**src/rtl/instr_fetch_issue_if.sv**
```systemverilog
// Instruction-memory req/ack bus between the fetch unit (master) and memory (slave).
interface instr_fetch_issue_if #(
  parameter int ADDR_W  = 8,
  parameter int INSTR_W = 16
);
  logic               imemReq;
  logic [ADDR_W-1:0]  imemAddr;
  logic [INSTR_W-1:0] imemRdata;
  logic               imemAck;

  modport master (output imemReq, imemAddr, input  imemRdata, imemAck);
  modport slave  (input  imemReq, imemAddr, output imemRdata, imemAck);
endinterface

```
**src/rtl/instr_fetch_issue.sv**
```systemverilog
// Fetch/issue front end: fetches 16-bit instructions, presents opCode to control, computes next PC.
// Optional fetch watchdog enabled by defining FETCH_TIMEOUT_EN.
module instr_fetch_issue #(
  parameter int ADDR_W  = 8,
  parameter int INSTR_W = 16,
  parameter int TIMEOUT = 15
) (
  input  logic                clk,
  input  logic                rstN,
  instr_fetch_issue_if.master imem,
  output logic [INSTR_W-1:0]  instr,
  output logic [3:0]          opCode,
  output logic                instrValid,
  input  logic                issueReady,
  input  logic                jump,
  input  logic                branch,
  input  logic                halt,
  input  logic                aluZero,
  output logic [ADDR_W-1:0]   pc,
  output logic                halted,
  output logic                fetchErr
);

  localparam logic [1:0] ST_RST    = 2'd0;
  localparam logic [1:0] ST_FETCH  = 2'd1;
  localparam logic [1:0] ST_ISSUE  = 2'd2;
  localparam logic [1:0] ST_HALTED = 2'd3;

  logic [1:0]        state;
  logic [ADDR_W-1:0] brOff;
  logic [ADDR_W-1:0] seqPc;
  logic              fetchTimeout;

  // Request/valid are pure state decodes so reset drops them immediately
  assign imem.imemReq  = (state == ST_FETCH);
  assign imem.imemAddr = pc;
  assign instrValid    = (state == ST_ISSUE);
  assign halted        = (state == ST_HALTED);
  assign opCode        = instr[INSTR_W-1 -: 4];

  assign brOff = {{(ADDR_W-4){instr[3]}}, instr[3:0]};
  assign seqPc = pc + ADDR_W'(1);

`ifdef FETCH_TIMEOUT_EN
  localparam int CNT_W = $clog2(TIMEOUT + 1);
  logic [CNT_W-1:0] waitCnt;

  assign fetchTimeout = (state == ST_FETCH) && !imem.imemAck && (waitCnt == CNT_W'(TIMEOUT - 1));

  always_ff @(posedge clk or negedge rstN) begin
    if (!rstN) begin
      waitCnt  <= '0;
      fetchErr <= 1'b0;
    end else begin
      if (state != ST_FETCH || imem.imemAck) waitCnt <= '0;
      else                                   waitCnt <= waitCnt + CNT_W'(1);
      if (fetchTimeout) fetchErr <= 1'b1;
    end
  end
`else
  assign fetchTimeout = 1'b0;
  assign fetchErr     = 1'b0;
`endif

  always_ff @(posedge clk or negedge rstN) begin
    if (!rstN) begin
      state <= ST_RST;
      pc    <= '0;
      instr <= '0;
    end else begin
      case (state)
        ST_RST: state <= ST_FETCH;
        ST_FETCH: begin
          if (imem.imemAck) begin
            instr <= imem.imemRdata;
            state <= ST_ISSUE;
          end else if (fetchTimeout) begin
            state <= ST_HALTED;
          end
        end
        ST_ISSUE: begin
          if (issueReady) begin
            if (halt) begin
              state <= ST_HALTED;
            end else begin
              state <= ST_FETCH;
              if (jump)                  pc <= instr[ADDR_W-1:0];
              else if (branch && aluZero) pc <= seqPc + brOff;
              else                        pc <= seqPc;
            end
          end
        end
        default: state <= ST_HALTED;
      endcase
    end
  end

endmodule

```
**src/flat_wrapper.sv**
```systemverilog
// flat-port wrapper written by rule: the top's interface ports become plain ports
module instr_fetch_issue_flat 
#(
  parameter int ADDR_W  = 8,
  parameter int INSTR_W = 16,
  parameter int TIMEOUT = 15
)
  (clk, rstN, instr, opCode, instrValid, issueReady, jump, branch, halt, aluZero, pc, halted, fetchErr, imem_imemReq, imem_imemAddr, imem_imemRdata, imem_imemAck);
  instr_fetch_issue_if #(.ADDR_W(ADDR_W), .INSTR_W(INSTR_W)) imem_i ();
  input  logic clk;
  input  logic rstN;
  output logic [INSTR_W-1:0] instr;
  output logic [3:0] opCode;
  output logic instrValid;
  input  logic issueReady;
  input  logic jump;
  input  logic branch;
  input  logic halt;
  input  logic aluZero;
  output logic [ADDR_W-1:0] pc;
  output logic halted;
  output logic fetchErr;
  output wire logic [$bits(imem_i.imemReq)-1:0] imem_imemReq;
  output wire logic [$bits(imem_i.imemAddr)-1:0] imem_imemAddr;
  input wire logic [$bits(imem_i.imemRdata)-1:0] imem_imemRdata;
  input wire logic [$bits(imem_i.imemAck)-1:0] imem_imemAck;
  assign imem_imemReq = imem_i.imemReq;
  assign imem_imemAddr = imem_i.imemAddr;
  assign imem_i.imemRdata = imem_imemRdata;
  assign imem_i.imemAck = imem_imemAck;
  instr_fetch_issue #(.ADDR_W(ADDR_W), .INSTR_W(INSTR_W), .TIMEOUT(TIMEOUT)) u_core (.clk(clk), .rstN(rstN), .imem(imem_i), .instr(instr), .opCode(opCode), .instrValid(instrValid), .issueReady(issueReady), .jump(jump), .branch(branch), .halt(halt), .aluZero(aluZero), .pc(pc), .halted(halted), .fetchErr(fetchErr));
endmodule
```
**config.mk**
```make
export PLATFORM = sky130hd
export DESIGN_NAME = instr_fetch_issue_flat
export DESIGN_NICKNAME = d
export VERILOG_FILES = /design/src/rtl/instr_fetch_issue_if.sv /design/src/rtl/instr_fetch_issue.sv /design/src/flat_wrapper.sv
export SDC_FILE = /design/constraint.sdc
export NUM_CORES = 1
export LEC_CHECK = 0
export ABC_CLOCK_PERIOD_IN_PS = 6100
export CORE_UTILIZATION = 28
export CTS_CLUSTER_SIZE = 8
export DETAILED_ROUTE_END_ITERATION = 6
export PLACE_DENSITY = 0.64
export SLEW_MARGIN = 20
export SYNTH_ARGS = -nofsm -noshare
export SYNTH_HDL_FRONTEND = slang
export SYNTH_SLANG_ARGS = --single-unit
```
**constraint.sdc**
```tcl
create_clock -name clk -period 6.1 [get_ports clk]
set_input_delay 1.22 -clock clk [delete_from_list [all_inputs] [get_ports clk]]
set_output_delay 1.22 -clock clk [all_outputs]
set_load 0.02 [all_outputs]
```
==> run_results.csv <==
group,metric,value,unit
run_status,status,"complete, no violations",
setup_path,critPathLaunchType,"input port",
global_route,top_usage_layer,"met2",
global_route,first_global_vias,1327,
timing,finalSetupViolCount,0,
power,fin_total_pwr,948,uW
global_route,grt_max_degree,27,
setup_path,cp.required,6.31,ns
clocking,insertion_delay,0.27,ns
timing,slew_violations,0,
clocking,cts_tree,"yes",
yosys,netlist_instances,174,
setup_path,max_stage_delay,0.60,ns
clocking,postCtsSetupBuffers,0,
detailed_routing,vias,1440,
yosys,ys_seq_area_frac,0.377,
setup_path,r2r_start,"u_core.imem.imemAddr[0]",
global_route,grt_pass1_wl,6.25,mm
power,vdd_drop_max,165,uV
yosys,synthTopCellsByCount,"dfrtp_1 (26), nand2_1 (18), mux2_2 (16), buf_4 (13), a21oi_1 (10)",
place,port_buffers,62,
setup_path,reg2reg_to,"u_core.imem.imemAddr[7]",
timing,holdWs,0.508,ns
hold_path,hold_class,"register to register",
finish,final_cells,297,
setup_path,reg2reg_depth,9,
power,pwr-share-comb,0.586,
setup_path,path_cells,"clkdlybuf4s50_1, nand4bb_1, or2_2, o31a_1, nand2_1",
detailed_routing,via_per_inst,4.85,
power,seqPwrFrac,0.313,
timing,tns,0,ns
clocking,htreeDepth,1,
clocking,clock_sinks,26,
hold_path,whs_path_depth,1,
floorplanning,core.rowCount,28,
power,leakage,0.000963,uW
global_route,met3_usage,0.0307,
yosys,synth.avg_cell_area,9.91,um^2
floorplanning,die_y,80.5,um
detailed_routing,final_antenna_net_count,0,
yosys,ys_seq_elements,26,
timing,fin_crit_sh,0.484,
setup_path,crit_fanout,18,
place,hpwlAfterDp,2.97,mm
timing,worst_slew_margin_rel,0.415,
floorplanning,core_area,5920,um^2
flow_run,cap_violations,0,
finish,antenna_cells,0,
floorplanning,pin_count,64,
power,sw_frac_of_total,0.411,
clocking,cts-root-buf,"clkbuf_8",
yosys,yosys_most_used_dff,"dfrtp_1",
finish,synthToLayoutAreaGrowth,37.4,%
yosys,netlist_area,1720,um^2
finish,fill_cells,606,
power,power.switching,389,uW
setup_path,endpoint_kind,"register",
detailed_routing,wire_per_inst,13.1,um
global_route,use_met1,0.165,
clocking,cts_resized,0,
yosys,synth_edf_count,0,
power,clockPowerShare,0.101,
detailed_routing,drt_iter0_markers,46,
timing,finClkSkew,0.00183,ns
timing,rsz0062_at_grt,"no",
finish,layout-drive-gt1-share,0.117,
detailed_routing,drcViolationCount,0,
clocking,ctsHoldBuffers,0,
yosys,syn_nets,208,
timing,min_period,2.95,ns
place,gp_congestion,0.813,
yosys,synth_top_area_frac,0.377,
yosys,ys_types,46,
clocking,cts.path.max_buffers,2,
place,dp.cells,294,
yosys,yosysWarnings,0,
floorplanning,die_width,80.5,um
clocking,cts_buffers,3,
global_route,track_usage,0.124,
setup_path,critPathKind,"input port to register",
global_route,grt_use_met2,0.203,
finish,final_nets,258,
detailed_routing,dr.pass1.iters,4,
floorplanning,start_util,0.291,
floorplanning,dieArea,6480,um^2
timing,tightest_slew,0.875,ns
setup_path,reg2reg_slack,3.27,ns
yosys,async_flop_share,1.00,
timing,finalHoldViolCount,0,
detailed_routing,wirelength,3.89,mm
yosys,synth_top_cell_by_area,"dfrtp_1",
timing,fmax,339,MHz
clocking,clkSlewWorstSetupHoldPaths,0.09,ns
global_route,overflow,0,
yosys,synth_most_common_cell,"dfrtp_1",
hold_path,min_from,"u_core.instr[11]",
setup_path,cp.arrival,3.16,ns
setup_path,crit_path_top_delay_cell,"nand4bb_1",
global_route,antenna_found_initial,0,
power,intPower,558,uW
hold_path,hold_end,"u_core.instr[11]",
power,p_per_area,400,nW/um^2
yosys,yosys-top-cells-area,"dfrtp_1 (38%), mux2_2 (10%), ha_1 (6.5%)",
-- registers in the layout, indices dropped and copies added, names as in the netlist --
| signal | cells |
|---|---|
| u_core.instr | 16 |
| u_core.imem.imemAddr | 8 |
| u_core.state | 2 |
-- stage by stage --
stage | util | instance area (um^2) | worst slack [ns]
CTS | 0.400 | 2370 | 3.18
global placement | 0.393 | 2330 | 2.94
floorplan | - | 1720 | 3.43
global route | 0.400 | 2370 | 3.00
detailed placement | 0.393 | 2330 | 2.90
finish | 0.400 | 2370 | 3.15
-- kinds of logic (layout without fill, tap and decap cells) --
| kind of cell | count (synthesis) | after routing | share of synthesized area |
|---|---|---|---|
| AO/OA/AOI/OAI | 40 | 40 | 0.151 |
| AND/OR/NAND/NOR | 50 | 50 | 0.157 |
| XOR/XNOR | 9 | 9 | 0.0457 |
| multiplexers | 18 | 18 | 0.116 |
| flip-flops | 26 | 26 | 0.377 |
| adder cells (fa/ha/maj) | 10 | 10 | 0.0769 |
| other | 1 | 1 | 0.00217 |
| buffers and inverters | 20 | 68 | 0.0733 |
-- power by group through the flow --
stage	clock (uW)	combinational [uW]	sequential [uW]
final	96.0	555	297
after global routing	107	605	309
after CTS	101	560	298
after detailed placement	0	556	302
after global placement	0	550	300
after floorplan	0	298	356
-- how the worst max path moves through the flow --
stage | startpoint | endpoint | slack, ns | cells past startpoint
6_report | halt | u_core.imem.imemAddr[5] | 3.15 | 5
5_1_grt | halt | u_core.imem.imemAddr[5] | 3.00 | 5
4_1_cts | halt | u_core.imem.imemAddr[5] | 3.18 | 5
3_5_place_dp | halt | u_core.imem.imemAddr[5] | 2.90 | 5
3_3_place_gp | halt | u_core.imem.imemAddr[5] | 2.94 | 5
2_1_floorplan | u_core.imem.imemAddr[0] | u_core.imem.imemAddr[7] | 3.43 | 9
-- layout by cell type (no fill, tap or decap), types with 4 or more instances in the layout --
master,netlist,layout
ha_1,9,9
xnor2_1,8,8
a21oi_1,10,10
clkdlybuf4s50_1,0,62
dfrtp_1,26,26
mux2_2,16,16
o21ai_0,8,8
nand2_1,18,18
a21o_1,4,4
nor2_1,6,6
a211oi_1,4,4
nand3_1,5,5
-- metal layers --
layer  routed length [um]  up-vias
li1                     -      713
met1                 1870      683
met2                 1800       42
met3                  193        2
met4                   19        0
met5                    0        -
-- critical path: cells and delay by family --
family / cells / cell delay (ns)
buffers and inverters: 1 / 0.41
AND/OR/NAND/NOR: 3 / 1.21
AO/OA/AOI/OAI: 1 / 0.31
-- cell type report --
cell class | instances | area (um^2) | share of cell area
Clock buffer | 3 | 41.3 | 0.0174
Inverter | 2 | 7.51 | 0.00317
Multi-Input combinational cell | 128 | 947 | 0.400
Sequential cell | 26 | 651 | 0.275
Tap cell | 75 | 93.8 | 0.0396
Timing Repair Buffer | 63 | 628 | 0.265
Note: power is estimated with default switching activity, not from simulation.
==> RTL edit 1 (same flow settings) <==
`INSTR_W` is set to 16 in 3 places; all go to 32.
--- a/src/rtl/instr_fetch_issue_if.sv
+++ b/src/rtl/instr_fetch_issue_if.sv
@@ -3,3 +3,3 @@
   parameter int ADDR_W  = 8,
-  parameter int INSTR_W = 16
+  parameter int INSTR_W = 32
 );
--- a/src/rtl/instr_fetch_issue.sv
+++ b/src/rtl/instr_fetch_issue.sv
@@ -4,3 +4,3 @@
   parameter int ADDR_W  = 8,
-  parameter int INSTR_W = 16,
+  parameter int INSTR_W = 32,
   parameter int TIMEOUT = 15
--- a/src/flat_wrapper.sv
+++ b/src/flat_wrapper.sv
@@ -4,3 +4,3 @@
   parameter int ADDR_W  = 8,
-  parameter int INSTR_W = 16,
+  parameter int INSTR_W = 32,
   parameter int TIMEOUT = 15
Interface: changed (resized imem_imemRdata and instr); port bits go from 64 to 96. The function was not compared with the original's and may differ.
==> RTL edit 1 against the unedited design <==
Sequential share of layout area is 4.5 points higher; sequential cell count is 16 higher; critical path depth rose by 6; area after synthesis up 31%; routed wire length is 30% higher; final area is 39% higher; critical endpoint is now u_core.imem.imemAddr[7]$_DFFE_PN0P_; combinational power up 32%; clock skew up 0.0088 ns; die area up 30%; setup slack better by 0.032 ns; power is 45% higher; global-route usage about the same; critical path type is now reg -> reg.
==> RTL edit 1: results (changes against the unedited design) <==
status complete, no violations; gr usage total 12.5% (+0.041 points); num sequential 42 (+62%); Area after DPL 0.00320 mm^2 (+38%); syn_nets 255 (+23%); H-tree levels 2 (+1); Clock Latency Late Sink 0.29 ns (+0.02 ns); adder-cell share of the synthesized area 5.87% (-1.8 points); Leak 1.40 nW (+46%); Synth cell types 36 (-22%); Top Family by Delay on Critical Path compound AO/OA/AOI/OAI gates; Routed Wire Length 5070 um (+30%); ratio of cells with drive above 1 in the final layout 5.21% (-6.5 points); Port Buf Inserts 94 (+52%); skew final 0.0107 ns (+0.00882 ns); layout net count 337 (+31%); mux cell area share after synthesis 17.8% (+6.2 points); top post-synthesis cells by area dfrtp_1, mux2_1, ha_1; worst r2r path cells 11 (+2); max incr delay on CP 0.48 ns (-0.12 ns); CP Max Fanout 8 (-10); critical path arrival 3.09 ns (-0.07 ns); pin count of the biggest net entering global routing 43 (+59%); CTS buffer count 5 (+2); final hold slack 0.494 ns (-0.0142 ns); post-placement setup slack 3.19 ns (+0.293 ns); Layout non-clock buf frac 28.7% (+2.2 points)
RTL edit 1: cell types whose count changed in the layout (fill, tap and decap cells not counted), sizes merged, moves of 3 or more:
cell | before | now
mux2 | 16 | 33
o21ai | 9 | 14
clkdlybuf4s50 | 62 | 93
xor2 | 1 | 5
inv | 2 | 5
nand2 | 18 | 13
xnor2 | 8 | 4
dfrtp | 26 | 42
nor2 | 7 | 12
clkbuf | 3 | 6
RTL edit 1: power breakdown:
group	internal, W	total (W)	switching [W]	leakage (nW)
clock	0.0000808	0.000177	0.0000959	0.0452
sequential	0.000378	0.000464	0.0000850	0.509
combinational	0.000377	0.000731	0.000354	0.849
RTL edit 1: how the worst max path moves through the flow:
stage | start | depth (start not counted) | slack, ns | end
4_1_cts | u_core.imem.imemAddr[0]$_DFFE_PN0P_ | 11 | 3.16 | u_core.imem.imemAddr[7]$_DFFE_PN0P_
3_5_place_dp | u_core.imem.imemAddr[0]$_DFFE_PN0P_ | 11 | 3.19 | u_core.imem.imemAddr[7]$_DFFE_PN0P_
2_1_floorplan | u_core.imem.imemAddr[0]$_DFFE_PN0P_ | 11 | 3.25 | u_core.imem.imemAddr[7]$_DFFE_PN0P_
6_report | u_core.imem.imemAddr[0]$_DFFE_PN0P_ | 11 | 3.18 | u_core.imem.imemAddr[7]$_DFFE_PN0P_
5_1_grt | u_core.imem.imemAddr[0]$_DFFE_PN0P_ | 11 | 2.91 | u_core.imem.imemAddr[7]$_DFFE_PN0P_
3_3_place_gp | halt | 5 | 3.20 | u_core.imem.imemAddr[7]$_DFFE_PN0P_
RTL edit 1: routing by layer:
layer	vias up	share of wire, %	track usage, %	wire [um]
li1	870	-	-	-
met1	863	45	15.9	2300
met2	54	47	19.7	2390
met3	2	6.9	4.48	348
met4	0	0.53	3.91	27
met5	-	0	0	0
==> RTL edit 2 (config.mk and constraints unchanged) <==
Without the edit above. Add a define of `FETCH_TIMEOUT_EN`.
--- a/src/rtl/instr_fetch_issue.sv
+++ b/src/rtl/instr_fetch_issue.sv
@@ -2,2 +2,4 @@
 // Optional fetch watchdog enabled by defining FETCH_TIMEOUT_EN.
+`define FETCH_TIMEOUT_EN
+
 module instr_fetch_issue #(
Formal check against the unedited RTL: same outputs for any inputs over 10 cycles, from zero or initial values and one cycle with rstN low; that may be too few to reach the edited logic, so the function may still have changed.
==> RTL edit 2 against the unedited design <==
The flow now finishes with violations (DRC); area after synthesis rose by 9.7%; via count rose by 7.8%; sequential cell count rose by 5; combinational power rose by 21%; setup slack improved by 0.16 ns; routed wire length rose by 9.4%; power rose by 30%; final area rose by 11%; fmax rose by 5.7%; hold slack got worse by 0.026 ns; sequential power rose by 21%; critical path type is now reg -> out; highest routed layer unchanged.
==> RTL edit 2: results (changes against the unedited design) <==
clock slew at reported path FFs 0.07 ns (-0.02 ns); Non-Clock Buffer Count 64 (+1.6%); Critical Path Source u_core.state[1]$_DFFE_PN0P_; Clk pwr share 16.2% (+6.1 points); Layout non-clock buf frac 24.2% (-2.3 points); Post-DP HPWL 3300 um (+11%); Seq area share 29.4% (+2.0 points); final std cells w/o fill 317 (+6.7%); final hold slack 0.482 ns (-0.0259 ns); vias in the first global route 1476 (+11%); Routed Wire Length 4250 um (+9.4%); status complete, but fails checks; sink of the worst hold path u_core.waitCnt[0]$_DFF_PN0_; Worst setup endpoint imem_imemReq; top post-synthesis cells by area dfrtp_1, mux2_2, ha_1; top cells by count, synth dfrtp_1, mux2_2, a21oi_1, buf_4, o21ai_0; Chip Width 84.2 um (+4.6%); dpl cells 309 (+5.1%); Peak supply drop 287 uV (+74%); post-placement setup slack 3.16 ns (+0.266 ns); Post-Syn Area per Cell 10.3 um^2 (+4.3%); Top Family by Delay on Critical Path buffers and inverters; Vias 1553 (+7.8%); syn_nets 219 (+5.3%); ratio of cells with drive above 1 in the final layout 14.6% (+2.9 points); Worst path slowest cell clkdlybuf4s50_1; Port Buf Inserts 63 (+1.6%); Seq cells post-synth 31 (+19%); Final Wtd Congestion 0.814 (+0.14%); failing checks DRC; skew final 0.00827 ns (+0.00644 ns); Worst-Margin Slew 0.678 ns (-0.197 ns); sequential-to-total area share from yosys stat 41.0% (+3.3 points); gr usage total 12.3% (-0.14 points); Detailed Routing Iterations Pass 1 6 (+2); ClkCell Share 4.27% (+2.5 points); 1st-iter DRT viols 50 (+8.7%); fmax 0.358 GHz (+5.7%); multi-input gates 132 (+3.1%); drt drc 2 (+2); switch share 40.5% (-0.60 points); multi-input logic portion of the cell area 37.7% (-2.3 points); H-tree levels 2 (+1); max incr delay on CP 0.62 ns (+0.02 ns); slack of the worst reg-to-reg path 3.43 ns (+0.16 ns); CTS buffer count 5 (+2); Synth cell types 40 (-13%); Leak 1.10 nW (+15%)
-- RTL edit 2: cell types whose count changed after synthesis, sizes merged, moves of 3 or more --
| cell | unedited run | this run |
|---|---|---|
| and3 | 1 | 5 |
| inv | 2 | 5 |
| nand3 | 6 | 9 |
| o21ai | 9 | 12 |
| xor2 | 1 | 4 |
| dfrtp | 26 | 31 |
| nand2 | 18 | 9 |
| nand2b | 0 | 3 |
| nor2 | 7 | 11 |
-- RTL edit 2: layer usage --
layer / vias to the layer above / global-route usage, % / share of wire, %
met1: 731 / 16.8 / 47
met5: - / 0 / 0
li1: 765 / - / -
met2: 52 / 18.7 / 45
met3: 5 / 3.74 / 6.6
met4: 0 / 3.76 / 1.2
-- RTL edit 2: cells by family after synthesis --
group                      count (synthesis)  synth area share, %
and+or+nand+nor                           50                 15.2
muxes                                     18                 10.6
adders and majority gates                 12                 8.33
xor gates and xnor gates                  11                 5.09
buffers and inverters                     20                 6.42
AOI/OAI and AO/OA                         41                 13.4
DFF                                       31                 41.0
